## src/rtl/cordic_vec_iter_pkg.sv

```systemverilog
// Shared constants, state encoding and arctangent table for the folded vectoring CORDIC.
// Angles are signed fixed point with ANG_FRAC fractional bits per radian.
package cordic_pkg;

    localparam int ANG_FRAC = 20;
    localparam int HALF_PI  = 1647099;
    localparam int PI       = 3294199;
    localparam int ATAN_N   = 20;

    typedef enum logic [1:0] {
        IDLE = 2'd0,
        RUN  = 2'd1,
        DONE = 2'd2
    } state_t;

    // atan(2^-i) scaled by 2^ANG_FRAC; entries beyond the table return 0.
    function automatic int atan_lut(input int unsigned idx);
        case (idx)
            0:       atan_lut = 823549;
            1:       atan_lut = 486170;
            2:       atan_lut = 256879;
            3:       atan_lut = 130396;
            4:       atan_lut = 65451;
            5:       atan_lut = 32757;
            6:       atan_lut = 16383;
            7:       atan_lut = 8192;
            8:       atan_lut = 4096;
            9:       atan_lut = 2048;
            10:      atan_lut = 1024;
            11:      atan_lut = 512;
            12:      atan_lut = 256;
            13:      atan_lut = 128;
            14:      atan_lut = 64;
            15:      atan_lut = 32;
            16:      atan_lut = 16;
            17:      atan_lut = 8;
            18:      atan_lut = 4;
            19:      atan_lut = 2;
            default: atan_lut = 0;
        endcase
    endfunction

endpackage

```

## src/rtl/cordic_vec_iter_if.sv

```systemverilog
// Valid/ready sample-in and result-out bus of the vectoring CORDIC.
// The slave modport is the CORDIC's view; master is the producer/consumer side.
interface cordic_vec_iter_if #(
    parameter int DW = 16,
    parameter int AW = 24
);
    logic                 in_valid;
    logic                 in_ready;
    logic signed [DW-1:0] x_i;
    logic signed [DW-1:0] y_i;
    logic                 out_valid;
    logic                 out_ready;
    logic        [DW:0]   mag_o;
    logic signed [AW-1:0] ang_o;

    modport slave (
        input  in_valid, x_i, y_i, out_ready,
        output in_ready, out_valid, mag_o, ang_o
    );

    modport master (
        output in_valid, x_i, y_i, out_ready,
        input  in_ready, out_valid, mag_o, ang_o
    );
endinterface

```

## src/rtl/cordic_vec_iter_step.sv

```systemverilog
// One vectoring micro-rotation: drives y toward zero and accumulates the rotated angle.
// Purely combinational; the shift distance is the iteration index.
module cordic_vec_step #(
    parameter int XW = 18,
    parameter int AW = 24,
    parameter int SW = 5
) (
    input  logic signed [XW-1:0] i_x,
    input  logic signed [XW-1:0] i_y,
    input  logic signed [AW-1:0] i_z,
    input  logic        [SW-1:0] i_shift,
    input  logic signed [AW-1:0] i_atan,
    output logic signed [XW-1:0] o_x,
    output logic signed [XW-1:0] o_y,
    output logic signed [AW-1:0] o_z
);
    logic signed [XW-1:0] w_xs;
    logic signed [XW-1:0] w_ys;

    always_comb begin
        w_xs = i_x >>> i_shift;
        w_ys = i_y >>> i_shift;
        if (!i_y[XW-1]) begin
            o_x = i_x + w_ys;
            o_y = i_y - w_xs;
            o_z = i_z + i_atan;
        end else begin
            o_x = i_x - w_ys;
            o_y = i_y + w_xs;
            o_z = i_z - i_atan;
        end
    end

endmodule

```

## src/rtl/cordic_vec_iter.sv

```systemverilog
// Folded vectoring CORDIC: (x,y) -> (K*|v|, atan2(y,x)), one micro-rotation per clock.
// Quadrant pre-rotation on capture keeps the iterated vector in the right half-plane.
module cordic_vec_iter
    import cordic_pkg::*;
#(
    parameter int DW   = 16,
    parameter int AW   = 24,
    parameter int ITER = 16
) (
    input logic              clk,
    input logic              rst_n,
    cordic_vec_iter_if.slave bus
);
    localparam int XW = DW + 2;
    localparam int SW = 5;
    localparam logic [SW-1:0]        LAST   = SW'(ITER - 1);
    localparam logic signed [AW-1:0] Z_PHP  = AW'(HALF_PI);
    localparam logic signed [AW-1:0] Z_NHP  = AW'(-HALF_PI);

    state_t r_state;
    state_t w_next;

    logic signed [XW-1:0] r_x;
    logic signed [XW-1:0] r_y;
    logic signed [AW-1:0] r_z;
    logic        [SW-1:0] r_iter;
    logic                 r_zero;

    logic signed [XW-1:0] w_xe;
    logic signed [XW-1:0] w_ye;
    logic signed [XW-1:0] w_cap_x;
    logic signed [XW-1:0] w_cap_y;
    logic signed [AW-1:0] w_cap_z;
    logic                 w_cap_zero;
    logic signed [AW-1:0] w_atan;
    logic signed [XW-1:0] w_step_x;
    logic signed [XW-1:0] w_step_y;
    logic signed [AW-1:0] w_step_z;
    logic                 w_accept;

    // State register
    always_ff @(posedge clk or negedge rst_n) begin
        if (!rst_n) begin
            r_state <= IDLE;
        end else begin
            r_state <= w_next;
        end
    end

    // Next-state logic
    always_comb begin
        w_next = r_state;
        unique case (r_state)
            IDLE:    if (bus.in_valid) w_next = RUN;
            RUN:     if (r_iter == LAST) w_next = DONE;
            DONE:    if (bus.out_ready) w_next = IDLE;
            default: w_next = IDLE;
        endcase
    end

    // Outputs are decoded from state; the result registers hold while DONE waits.
    always_comb begin
        bus.in_ready  = 1'b0;
        bus.out_valid = 1'b0;
        bus.mag_o     = '0;
        bus.ang_o     = '0;
        unique case (r_state)
            IDLE: bus.in_ready = 1'b1;
            DONE: begin
                bus.out_valid = 1'b1;
                bus.mag_o     = r_x[DW:0];
                bus.ang_o     = r_zero ? '0 : r_z;
            end
            default: ;
        endcase
    end

    assign w_accept = (r_state == IDLE) && bus.in_valid;

    // Left half-plane inputs are turned by -/+90 degrees so iteration starts with x >= 0.
    always_comb begin
        w_xe       = {{(XW-DW){bus.x_i[DW-1]}}, bus.x_i};
        w_ye       = {{(XW-DW){bus.y_i[DW-1]}}, bus.y_i};
        w_cap_x    = w_xe;
        w_cap_y    = w_ye;
        w_cap_z    = '0;
        w_cap_zero = (bus.x_i == '0) && (bus.y_i == '0);
        if (w_xe[XW-1]) begin
            if (!w_ye[XW-1]) begin
                w_cap_x = w_ye;
                w_cap_y = -w_xe;
                w_cap_z = Z_PHP;
            end else begin
                w_cap_x = -w_ye;
                w_cap_y = w_xe;
                w_cap_z = Z_NHP;
            end
        end
    end

    assign w_atan = AW'(atan_lut(32'(r_iter)));

    cordic_vec_step #(
        .XW (XW),
        .AW (AW),
        .SW (SW)
    ) u_step (
        .i_x     (r_x),
        .i_y     (r_y),
        .i_z     (r_z),
        .i_shift (r_iter),
        .i_atan  (w_atan),
        .o_x     (w_step_x),
        .o_y     (w_step_y),
        .o_z     (w_step_z)
    );

    always_ff @(posedge clk or negedge rst_n) begin
        if (!rst_n) begin
            r_x    <= '0;
            r_y    <= '0;
            r_z    <= '0;
            r_iter <= '0;
            r_zero <= 1'b0;
        end else if (w_accept) begin
            r_x    <= w_cap_x;
            r_y    <= w_cap_y;
            r_z    <= w_cap_z;
            r_iter <= '0;
            r_zero <= w_cap_zero;
        end else if (r_state == RUN) begin
            r_x    <= w_step_x;
            r_y    <= w_step_y;
            r_z    <= w_step_z;
            r_iter <= r_iter + SW'(1);
        end
    end

endmodule

```

## src/flat_wrapper.sv

```systemverilog
// flat-port wrapper written by rule: the top's interface ports become plain ports
module cordic_vec_iter_flat import cordic_pkg::*;
#(
    parameter int DW   = 16,
    parameter int AW   = 24,
    parameter int ITER = 16
)
  (clk, rst_n, bus_in_valid, bus_x_i, bus_y_i, bus_out_ready, bus_in_ready, bus_out_valid, bus_mag_o, bus_ang_o);
  cordic_vec_iter_if #(.DW(DW), .AW(AW)) bus_i ();
  input logic clk;
  input logic rst_n;
  input wire logic [$bits(bus_i.in_valid)-1:0] bus_in_valid;
  input wire logic [$bits(bus_i.x_i)-1:0] bus_x_i;
  input wire logic [$bits(bus_i.y_i)-1:0] bus_y_i;
  input wire logic [$bits(bus_i.out_ready)-1:0] bus_out_ready;
  output wire logic [$bits(bus_i.in_ready)-1:0] bus_in_ready;
  output wire logic [$bits(bus_i.out_valid)-1:0] bus_out_valid;
  output wire logic [$bits(bus_i.mag_o)-1:0] bus_mag_o;
  output wire logic [$bits(bus_i.ang_o)-1:0] bus_ang_o;
  assign bus_i.in_valid = bus_in_valid;
  assign bus_i.x_i = bus_x_i;
  assign bus_i.y_i = bus_y_i;
  assign bus_i.out_ready = bus_out_ready;
  assign bus_in_ready = bus_i.in_ready;
  assign bus_out_valid = bus_i.out_valid;
  assign bus_mag_o = bus_i.mag_o;
  assign bus_ang_o = bus_i.ang_o;
  cordic_vec_iter #(.DW(DW), .AW(AW), .ITER(ITER)) u_core (.clk(clk), .rst_n(rst_n), .bus(bus_i));
endmodule
```

## config.mk

```make
export PLATFORM = sky130hd
export DESIGN_NAME = cordic_vec_iter_flat
export DESIGN_NICKNAME = d
export VERILOG_FILES = /design/src/rtl/cordic_vec_iter_pkg.sv /design/src/rtl/cordic_vec_iter_if.sv /design/src/rtl/cordic_vec_iter_step.sv /design/src/rtl/cordic_vec_iter.sv /design/src/flat_wrapper.sv
export SDC_FILE = /design/constraint.sdc
export NUM_CORES = 1
export LEC_CHECK = 0
export CAP_MARGIN = 20
export CORE_UTILIZATION = 50
export CTS_CLUSTER_SIZE = 40
export DETAILED_ROUTE_END_ITERATION = 6
export GPL_ROUTABILITY_DRIVEN = 1
export PLACE_DENSITY = 0.7
export SETUP_SLACK_MARGIN = 0.15
export SYNTH_ARGS = -nofsm -noshare
export SYNTH_HDL_FRONTEND = slang
export SYNTH_HIERARCHICAL = 1
export SYNTH_SLANG_ARGS = --single-unit
```

## constraint.sdc

```tcl
create_clock -name clk -period 10.5 [get_ports clk]
set_clock_uncertainty 0.15 [all_clocks]
set_input_delay 1.575 -clock clk [delete_from_list [all_inputs] [get_ports clk]]
set_output_delay 1.575 -clock clk [all_outputs]
set_load 0.05 [all_outputs]
```

Word level (Yosys, flattened, before mapping)
Memory sizes are Yosys's and may differ from the RTL's.
Cells that the tools add are included.
{ "op_classes": {"mux": 26, "n_reduce_logical": 7, "eq_ne": 6, "n_shift": 2, "addsub": 9} }
{ "op_table": {"columns": ["op", "n"], "rows": [
  ["$mux 18", 10],
  ["$mux 24", 7],
  ["$add 18x18->18", 2],
  ["$neg 16->18", 2],
  ["$sshr 18x5->18", 2],
  ["$sub 18x18->18", 2],
  ["$logic_not 16->1", 2],
  ["$add 24x24->24", 1],
  ["$sub 24x24->24", 1],
  ["$mux 17", 1],
  ["$mux 5", 2],
  ["$mux 2", 3],
  ["$pmux 2 s3", 1],
  ["$add 5x1->5 const B", 1],
  ["$eq 5x4->1 const B", 1],
  ["$ne 2x2->1 const B", 2],
  ["$reduce_and 3->1", 1],
  ["$eq 2x1->1 const B", 1],
  ["$eq 2x2->1 const B", 1],
  ["$logic_and 1x1->1", 2],
  ["$logic_not 2->1", 1],
  ["$mux 1", 2],
  ["$ne 2x1->1 const B", 1],
  ["$reduce_bool 2->1", 1]
]} }
{ "word_totals": {"output_inout_bits": 43, "mem_count": 1, "input_bits": 36, "mem_bits_ro": 640, "wordCells": 57, "regBits": 68} }
{ "memory_table": {"columns": ["memory", "words", "width", "rd", "rd_ports_with_merged_regs", "wr", "line_no", "source"], "rows": [
  ["(name not given)", 32, 20, 1, 0, 0, "cordic_vec_iter_pkg.sv:18", "case (idx)"]
]} }

Depth between registers and ports, before layout
{ "depth": {"ltp_word": 5, "mapped_depth": 25, "mapped_depth_nobuf": 24} }

Modules after synthesis
The synthesis kept the hierarchy.
{ "modules_own_cells": {"columns": ["mod", "instances", "area_each_um2", "seq_area_each_um2", "cells_each"], "rows": [
  ["cordic_vec_step", 1, 5881.9, 0.0, 779],
  ["cordic_vec_iter", 1, 4819.6, 1701.6, 603]
]} }

Least setup slack after synthesis
OpenSTA, ideal clock, no wires.
{ "synth_timing": {"path_type": "flip-flop to flip-flop", "from": "register u_core.r_iter[0]", "to": "register u_core.r_y[17]", "arrival_time_ns": 4.674, "required_ns": 10.218, "path_slack_ns": 5.544, "setup_ns": 0.132, "stages_incl_launch_ff": 21, "n_path_buf": 2, "period_less_slack_ns": 4.956, "cell_sequence": "dfrtp_1 buf_6 buf_2 mux4_2 mux2i_1 nor2_1 a211oi_1 a31o_2 o21ai_0 xor2_1 ha_1 or4_1 nand3_1 a21oi_1 o21a_1 o21a_1 or4_1 a41oi_1 xnor2_1 a21oi_1 o21ai_0"} }
{ "synth_via": {"elab_chain_cells": 5, "elab_cells_between_ends": 6, "classes_between": "add/sub (2); shift (1); mux (3)"} }
{ "synth_lines": {"columns": ["element", "line_no", "source"], "rows": [
  ["start, declared", "cordic_vec_iter.sv:26", "logic [SW-1:0] r_iter;"],
  ["start signal, assigned", "cordic_vec_iter.sv:135", "r_iter <= r_iter + SW'(1);"],
  ["$sshr 18x5->18 (*)", "cordic_vec_iter_step.sv:21", "w_xs = i_x >>> i_shift;"],
  ["$sub 18x18->18 or $add 18x18->18 (tied branches)", "cordic_vec_iter_step.sv:25, cordic_vec_iter_step.sv:29", null],
  ["$mux 18 (*)", "cordic_vec_iter_step.sv:23", "if (!i_y[XW-1]) begin"],
  ["via u_core.w_step_y[17]", "cordic_vec_iter.sv:37", "logic signed [XW-1:0] w_step_y;"],
  ["$mux 18 (*)", "cordic_vec_iter.sv:131", "end else if (r_state == RUN) begin"],
  ["$mux 18 (*)", "cordic_vec_iter.sv:125", "end else if (w_accept) begin"],
  ["end signal, assigned", "cordic_vec_iter.sv:127", "r_y <= w_cap_y;"],
  ["end signal, assigned", "cordic_vec_iter.sv:133", "r_y <= w_step_y;"],
  ["end, declared", "cordic_vec_iter.sv:24", "logic signed [XW-1:0] r_y;"]
]} }
The timed path passes the listed nets; every way through them passes the cells marked *. The select of a mux whose other input is x is not followed.
A chain may end at the register's enable or synchronous reset.

Worst setup path in the final report
{ "layout_timing": {"from": "register u_core.r_iter[0]", "to": "register u_core.r_y[14]"} }
The elaborated chain is that of the path after synthesis.

==> impl_metrics.yaml <==
drt:
  ant_nets: 0
  wl_per_cell_um: 21.25
  vias_per_cell: 6.590
  first_pass_iters: 6
  drc_errors: 0
  wl_um: 35790
  drtIter0Drc: 1145
  vias: 11100
floorplan:
  ios: 79
  die_h_um: 148.3
  core_um2: 21020
  dieArea_um2: 21990
  rows: 53
  start_util: 0.5091
  die_x_um: 148.3
worst_hold_path:
  hold_path.class: "reg2reg"
  whs_path_depth: 2
setup_path:
  crit_top_cell: "a21oi_1"
  r2r_cells: 23
  path_class: "reg2reg"
  critPathRequiredTime_ns: 10.62
  critPathMaxStageDelay_ns: 0.64
  cp_slowest_cell: "o41ai_1"
  worst-endpoint-arrival_ns: 6.49
  crit_chain: "buf_4 > nor3_1 > mux2i_1 > mux2_2 > o21ai_1 > inv_1 > ha_1 > nor2_1 > a21oi_1 > fa_1 > a21o_1 > a21oi_1 > nor2b_1 > o41ai_1 > a21boi_0 > o41ai_1 > o21bai_1 > a21oi_1 > xnor2_1 > nand2b_1 > o31a_1 > o22ai_1 > a21oi_1"
  cp_max_fo: 41
  start_kind: "flop"
  worst_setup_path_end_kind: "flop"
global_route:
  grt_pass1_vias: 9896
  antenna_found_initial: 0
  grt_use_total: 0.3253
  grt_pass1_wl_um: 56020
  overflow: 0
  grt_max_degree: 80
cts:
  post_cts_buffers: 0
  clk_pin_slew_ns: 0.06
  cts.sinks: 68
  ctsResizeCount: 0
  clock_path_buffers: 2
  h-tree-depth: 3
  ctsHoldBuffers: 0
  clockRootBuffer: "clkbuf_16"
  clock_latency_ns: 0.34
  tritoncts: "built"
  cts_made_buffers: 9
timing:
  period_share: 0.6068
  period_minus_slack_ns: 6.372
  rsz0062_at_grt: "no"
  slew_violations: 0
  fmax_mhz: 156.9
  fin_setup_tns_ns: 0
  hold_viol: 0
  worst_pin_slew_ns: 1.040
  setup_violations: 0
  slew_headroom: 0.3065
logic_synthesis:
  ys_top_cells_by_count: "nor2_1, nand2_1, a21oi_1, xnor2_1, o21ai_0"
  synthFlopType: "dfrtp_1"
  syn_inst: 1382
  ys_warn_count: 6
  ys_types: 86
  synth_area_leaders: "dfrtp_1, ha_1, xnor2_1"
  synth_top_area_frac: 0.1590
  yosysMostFrequentCell: "nor2_1"
  syn_area_um2: 10700
  synth_top_cell_by_area: "dfrtp_1"
  avgSynthCellArea_um2: 7.743
  async_reset_ff_frac: 1.000
  synth_edf_count: 0
  synth_seq_cells: 68
  yosysSeqAreaShare: 0.1590
final_layout:
  antenna_cells: 0
  drive_gt1_frac: 0.08943
  design_area_um2: 11860
  area_growth_pct: 10.85
  final_nets: 1514
  fillCellCount: 1973
place:
  port_buffers: 78
  hpwlAfterDp_um: 26170
  gp_congestion: 0.9744
  placed_area_um2: 11540
run_status:
  status: "finished clean"
job:
  cap_violations: 0
[stage by stage]
stage | setup slack (ns) | cells | util | hold WS [ns]
finish | 4.128 | 1684 | 0.5643 | 0.3759
global route | 3.711 | 1684 | 0.5643 | 0.4084
floorplan | 5.544 | 1389 | - | 0.2897
global placement | 4.446 | 1666 | 0.5488 | 0.3420
CTS | 4.263 | 1682 | 0.5634 | 0.3688
detailed placement | 4.319 | 1666 | 0.5488 | 0.3538
[final cells by class]
| type | count | area (um^2) | share of cell area |
|---|---|---|---|
| tap | 275 | 344.1 | 0.02901 |
| clock inverter | 7 | 82.58 | 0.006961 |
| sequential | 68 | 1707 | 0.1439 |
| timing repair buffer | 95 | 904.6 | 0.07626 |
| inverter | 45 | 168.9 | 0.01424 |
| multi-input combinational | 1185 | 8431 | 0.7107 |
| clock buffer | 9 | 225.2 | 0.01899 |
[final timing paths]
check | end | slack, ns | start
min in group asynchronous | u_core/r_x[16]$_DFFE_PN0P_ | 1.21 | rst_n
max | u_core/r_y[14]$_DFFE_PN0P_ | 4.13 | u_core/r_iter[0]$_DFFE_PN0P_
max in group asynchronous | u_core/r_y[17]$_DFFE_PN0P_ | 8.30 | rst_n
min reg2reg | u_core/r_zero$_DFFE_PN0P_ | 0.38 | u_core/r_zero$_DFFE_PN0P_
max reg2reg | u_core/r_y[14]$_DFFE_PN0P_ | 4.13 | u_core/r_iter[0]$_DFFE_PN0P_
min | u_core/r_zero$_DFFE_PN0P_ | 0.38 | u_core/r_zero$_DFFE_PN0P_
[cell families (layout without fill, tap and decap cells)]
kind of cell    Yosys count  after routing  share of synthesized area
mux                      87             87                     0.1238
fa+ha+maj                74             74                    0.08862
buf+inv                 136            156                    0.05635
other cells               1              8                  0.0003504
xor+xnor                112            112                    0.09166
flops                    68             68                     0.1590
compound gates          404            404                     0.2424
simple gates            500            500                     0.2378
[flip-flops by register name, summed over array words and instances, names as in the netlist]
register and count:
u_core/r_state 2, u_core/r_x 18, u_core/r_z 24, u_core/r_y 18
u_core/r_iter 5, u_core/r_zero 1
[layout by cell type, fill, tap and decap left out, drive strengths merged, types with 7 or more instances in the layout]
master / instances
nor2: 126
nand2: 122
a21oi: 109
xnor2: 83
o21ai: 81
clkdlybuf4s50: 76
ha: 71
dfrtp: 68
nor3: 57
inv: 47
mux2i: 39
mux4: 34
and2: 33
o22ai: 33
a31oi: 31
xor2: 29
and3: 27
nand3: 23
buf: 19
a211oi: 18
nor2b: 18
nor4: 17
a21o: 15
o21a: 15
o211ai: 15
nand2b: 14
mux2: 14
or2: 12
a31o: 11
or3: 10
clkbuf: 9
nand4: 9
conb: 8
o31a: 7
o31ai: 7
nor3b: 7
[worst max-delay path, delay by kind of cell (launching register included)]
family / cells / cell delay, ns
and+or+nand+nor: 4 / 0.51
muxes: 2 / 0.63
AOI/OAI and AO/OA: 12 / 2.75
DFF: 1 / 0.61
xor gates and xnor gates: 1 / 0.19
buffers and inverters: 2 / 0.64
adders and majority gates: 2 / 0.77
[routing by layer]
metal  vias to the layer above  GRT usage  wire [um]
met5                         -          0          0
met4                         0     0.1278       1298
met2                       557     0.5047      16010
li1                       5151          -          -
met3                        91    0.04110       2791
met1                      5299     0.4584      15690
Power is left out: the tool's default activity adds up to more than one toggle a clock period on the data nets, which glitch-free logic cannot reach.
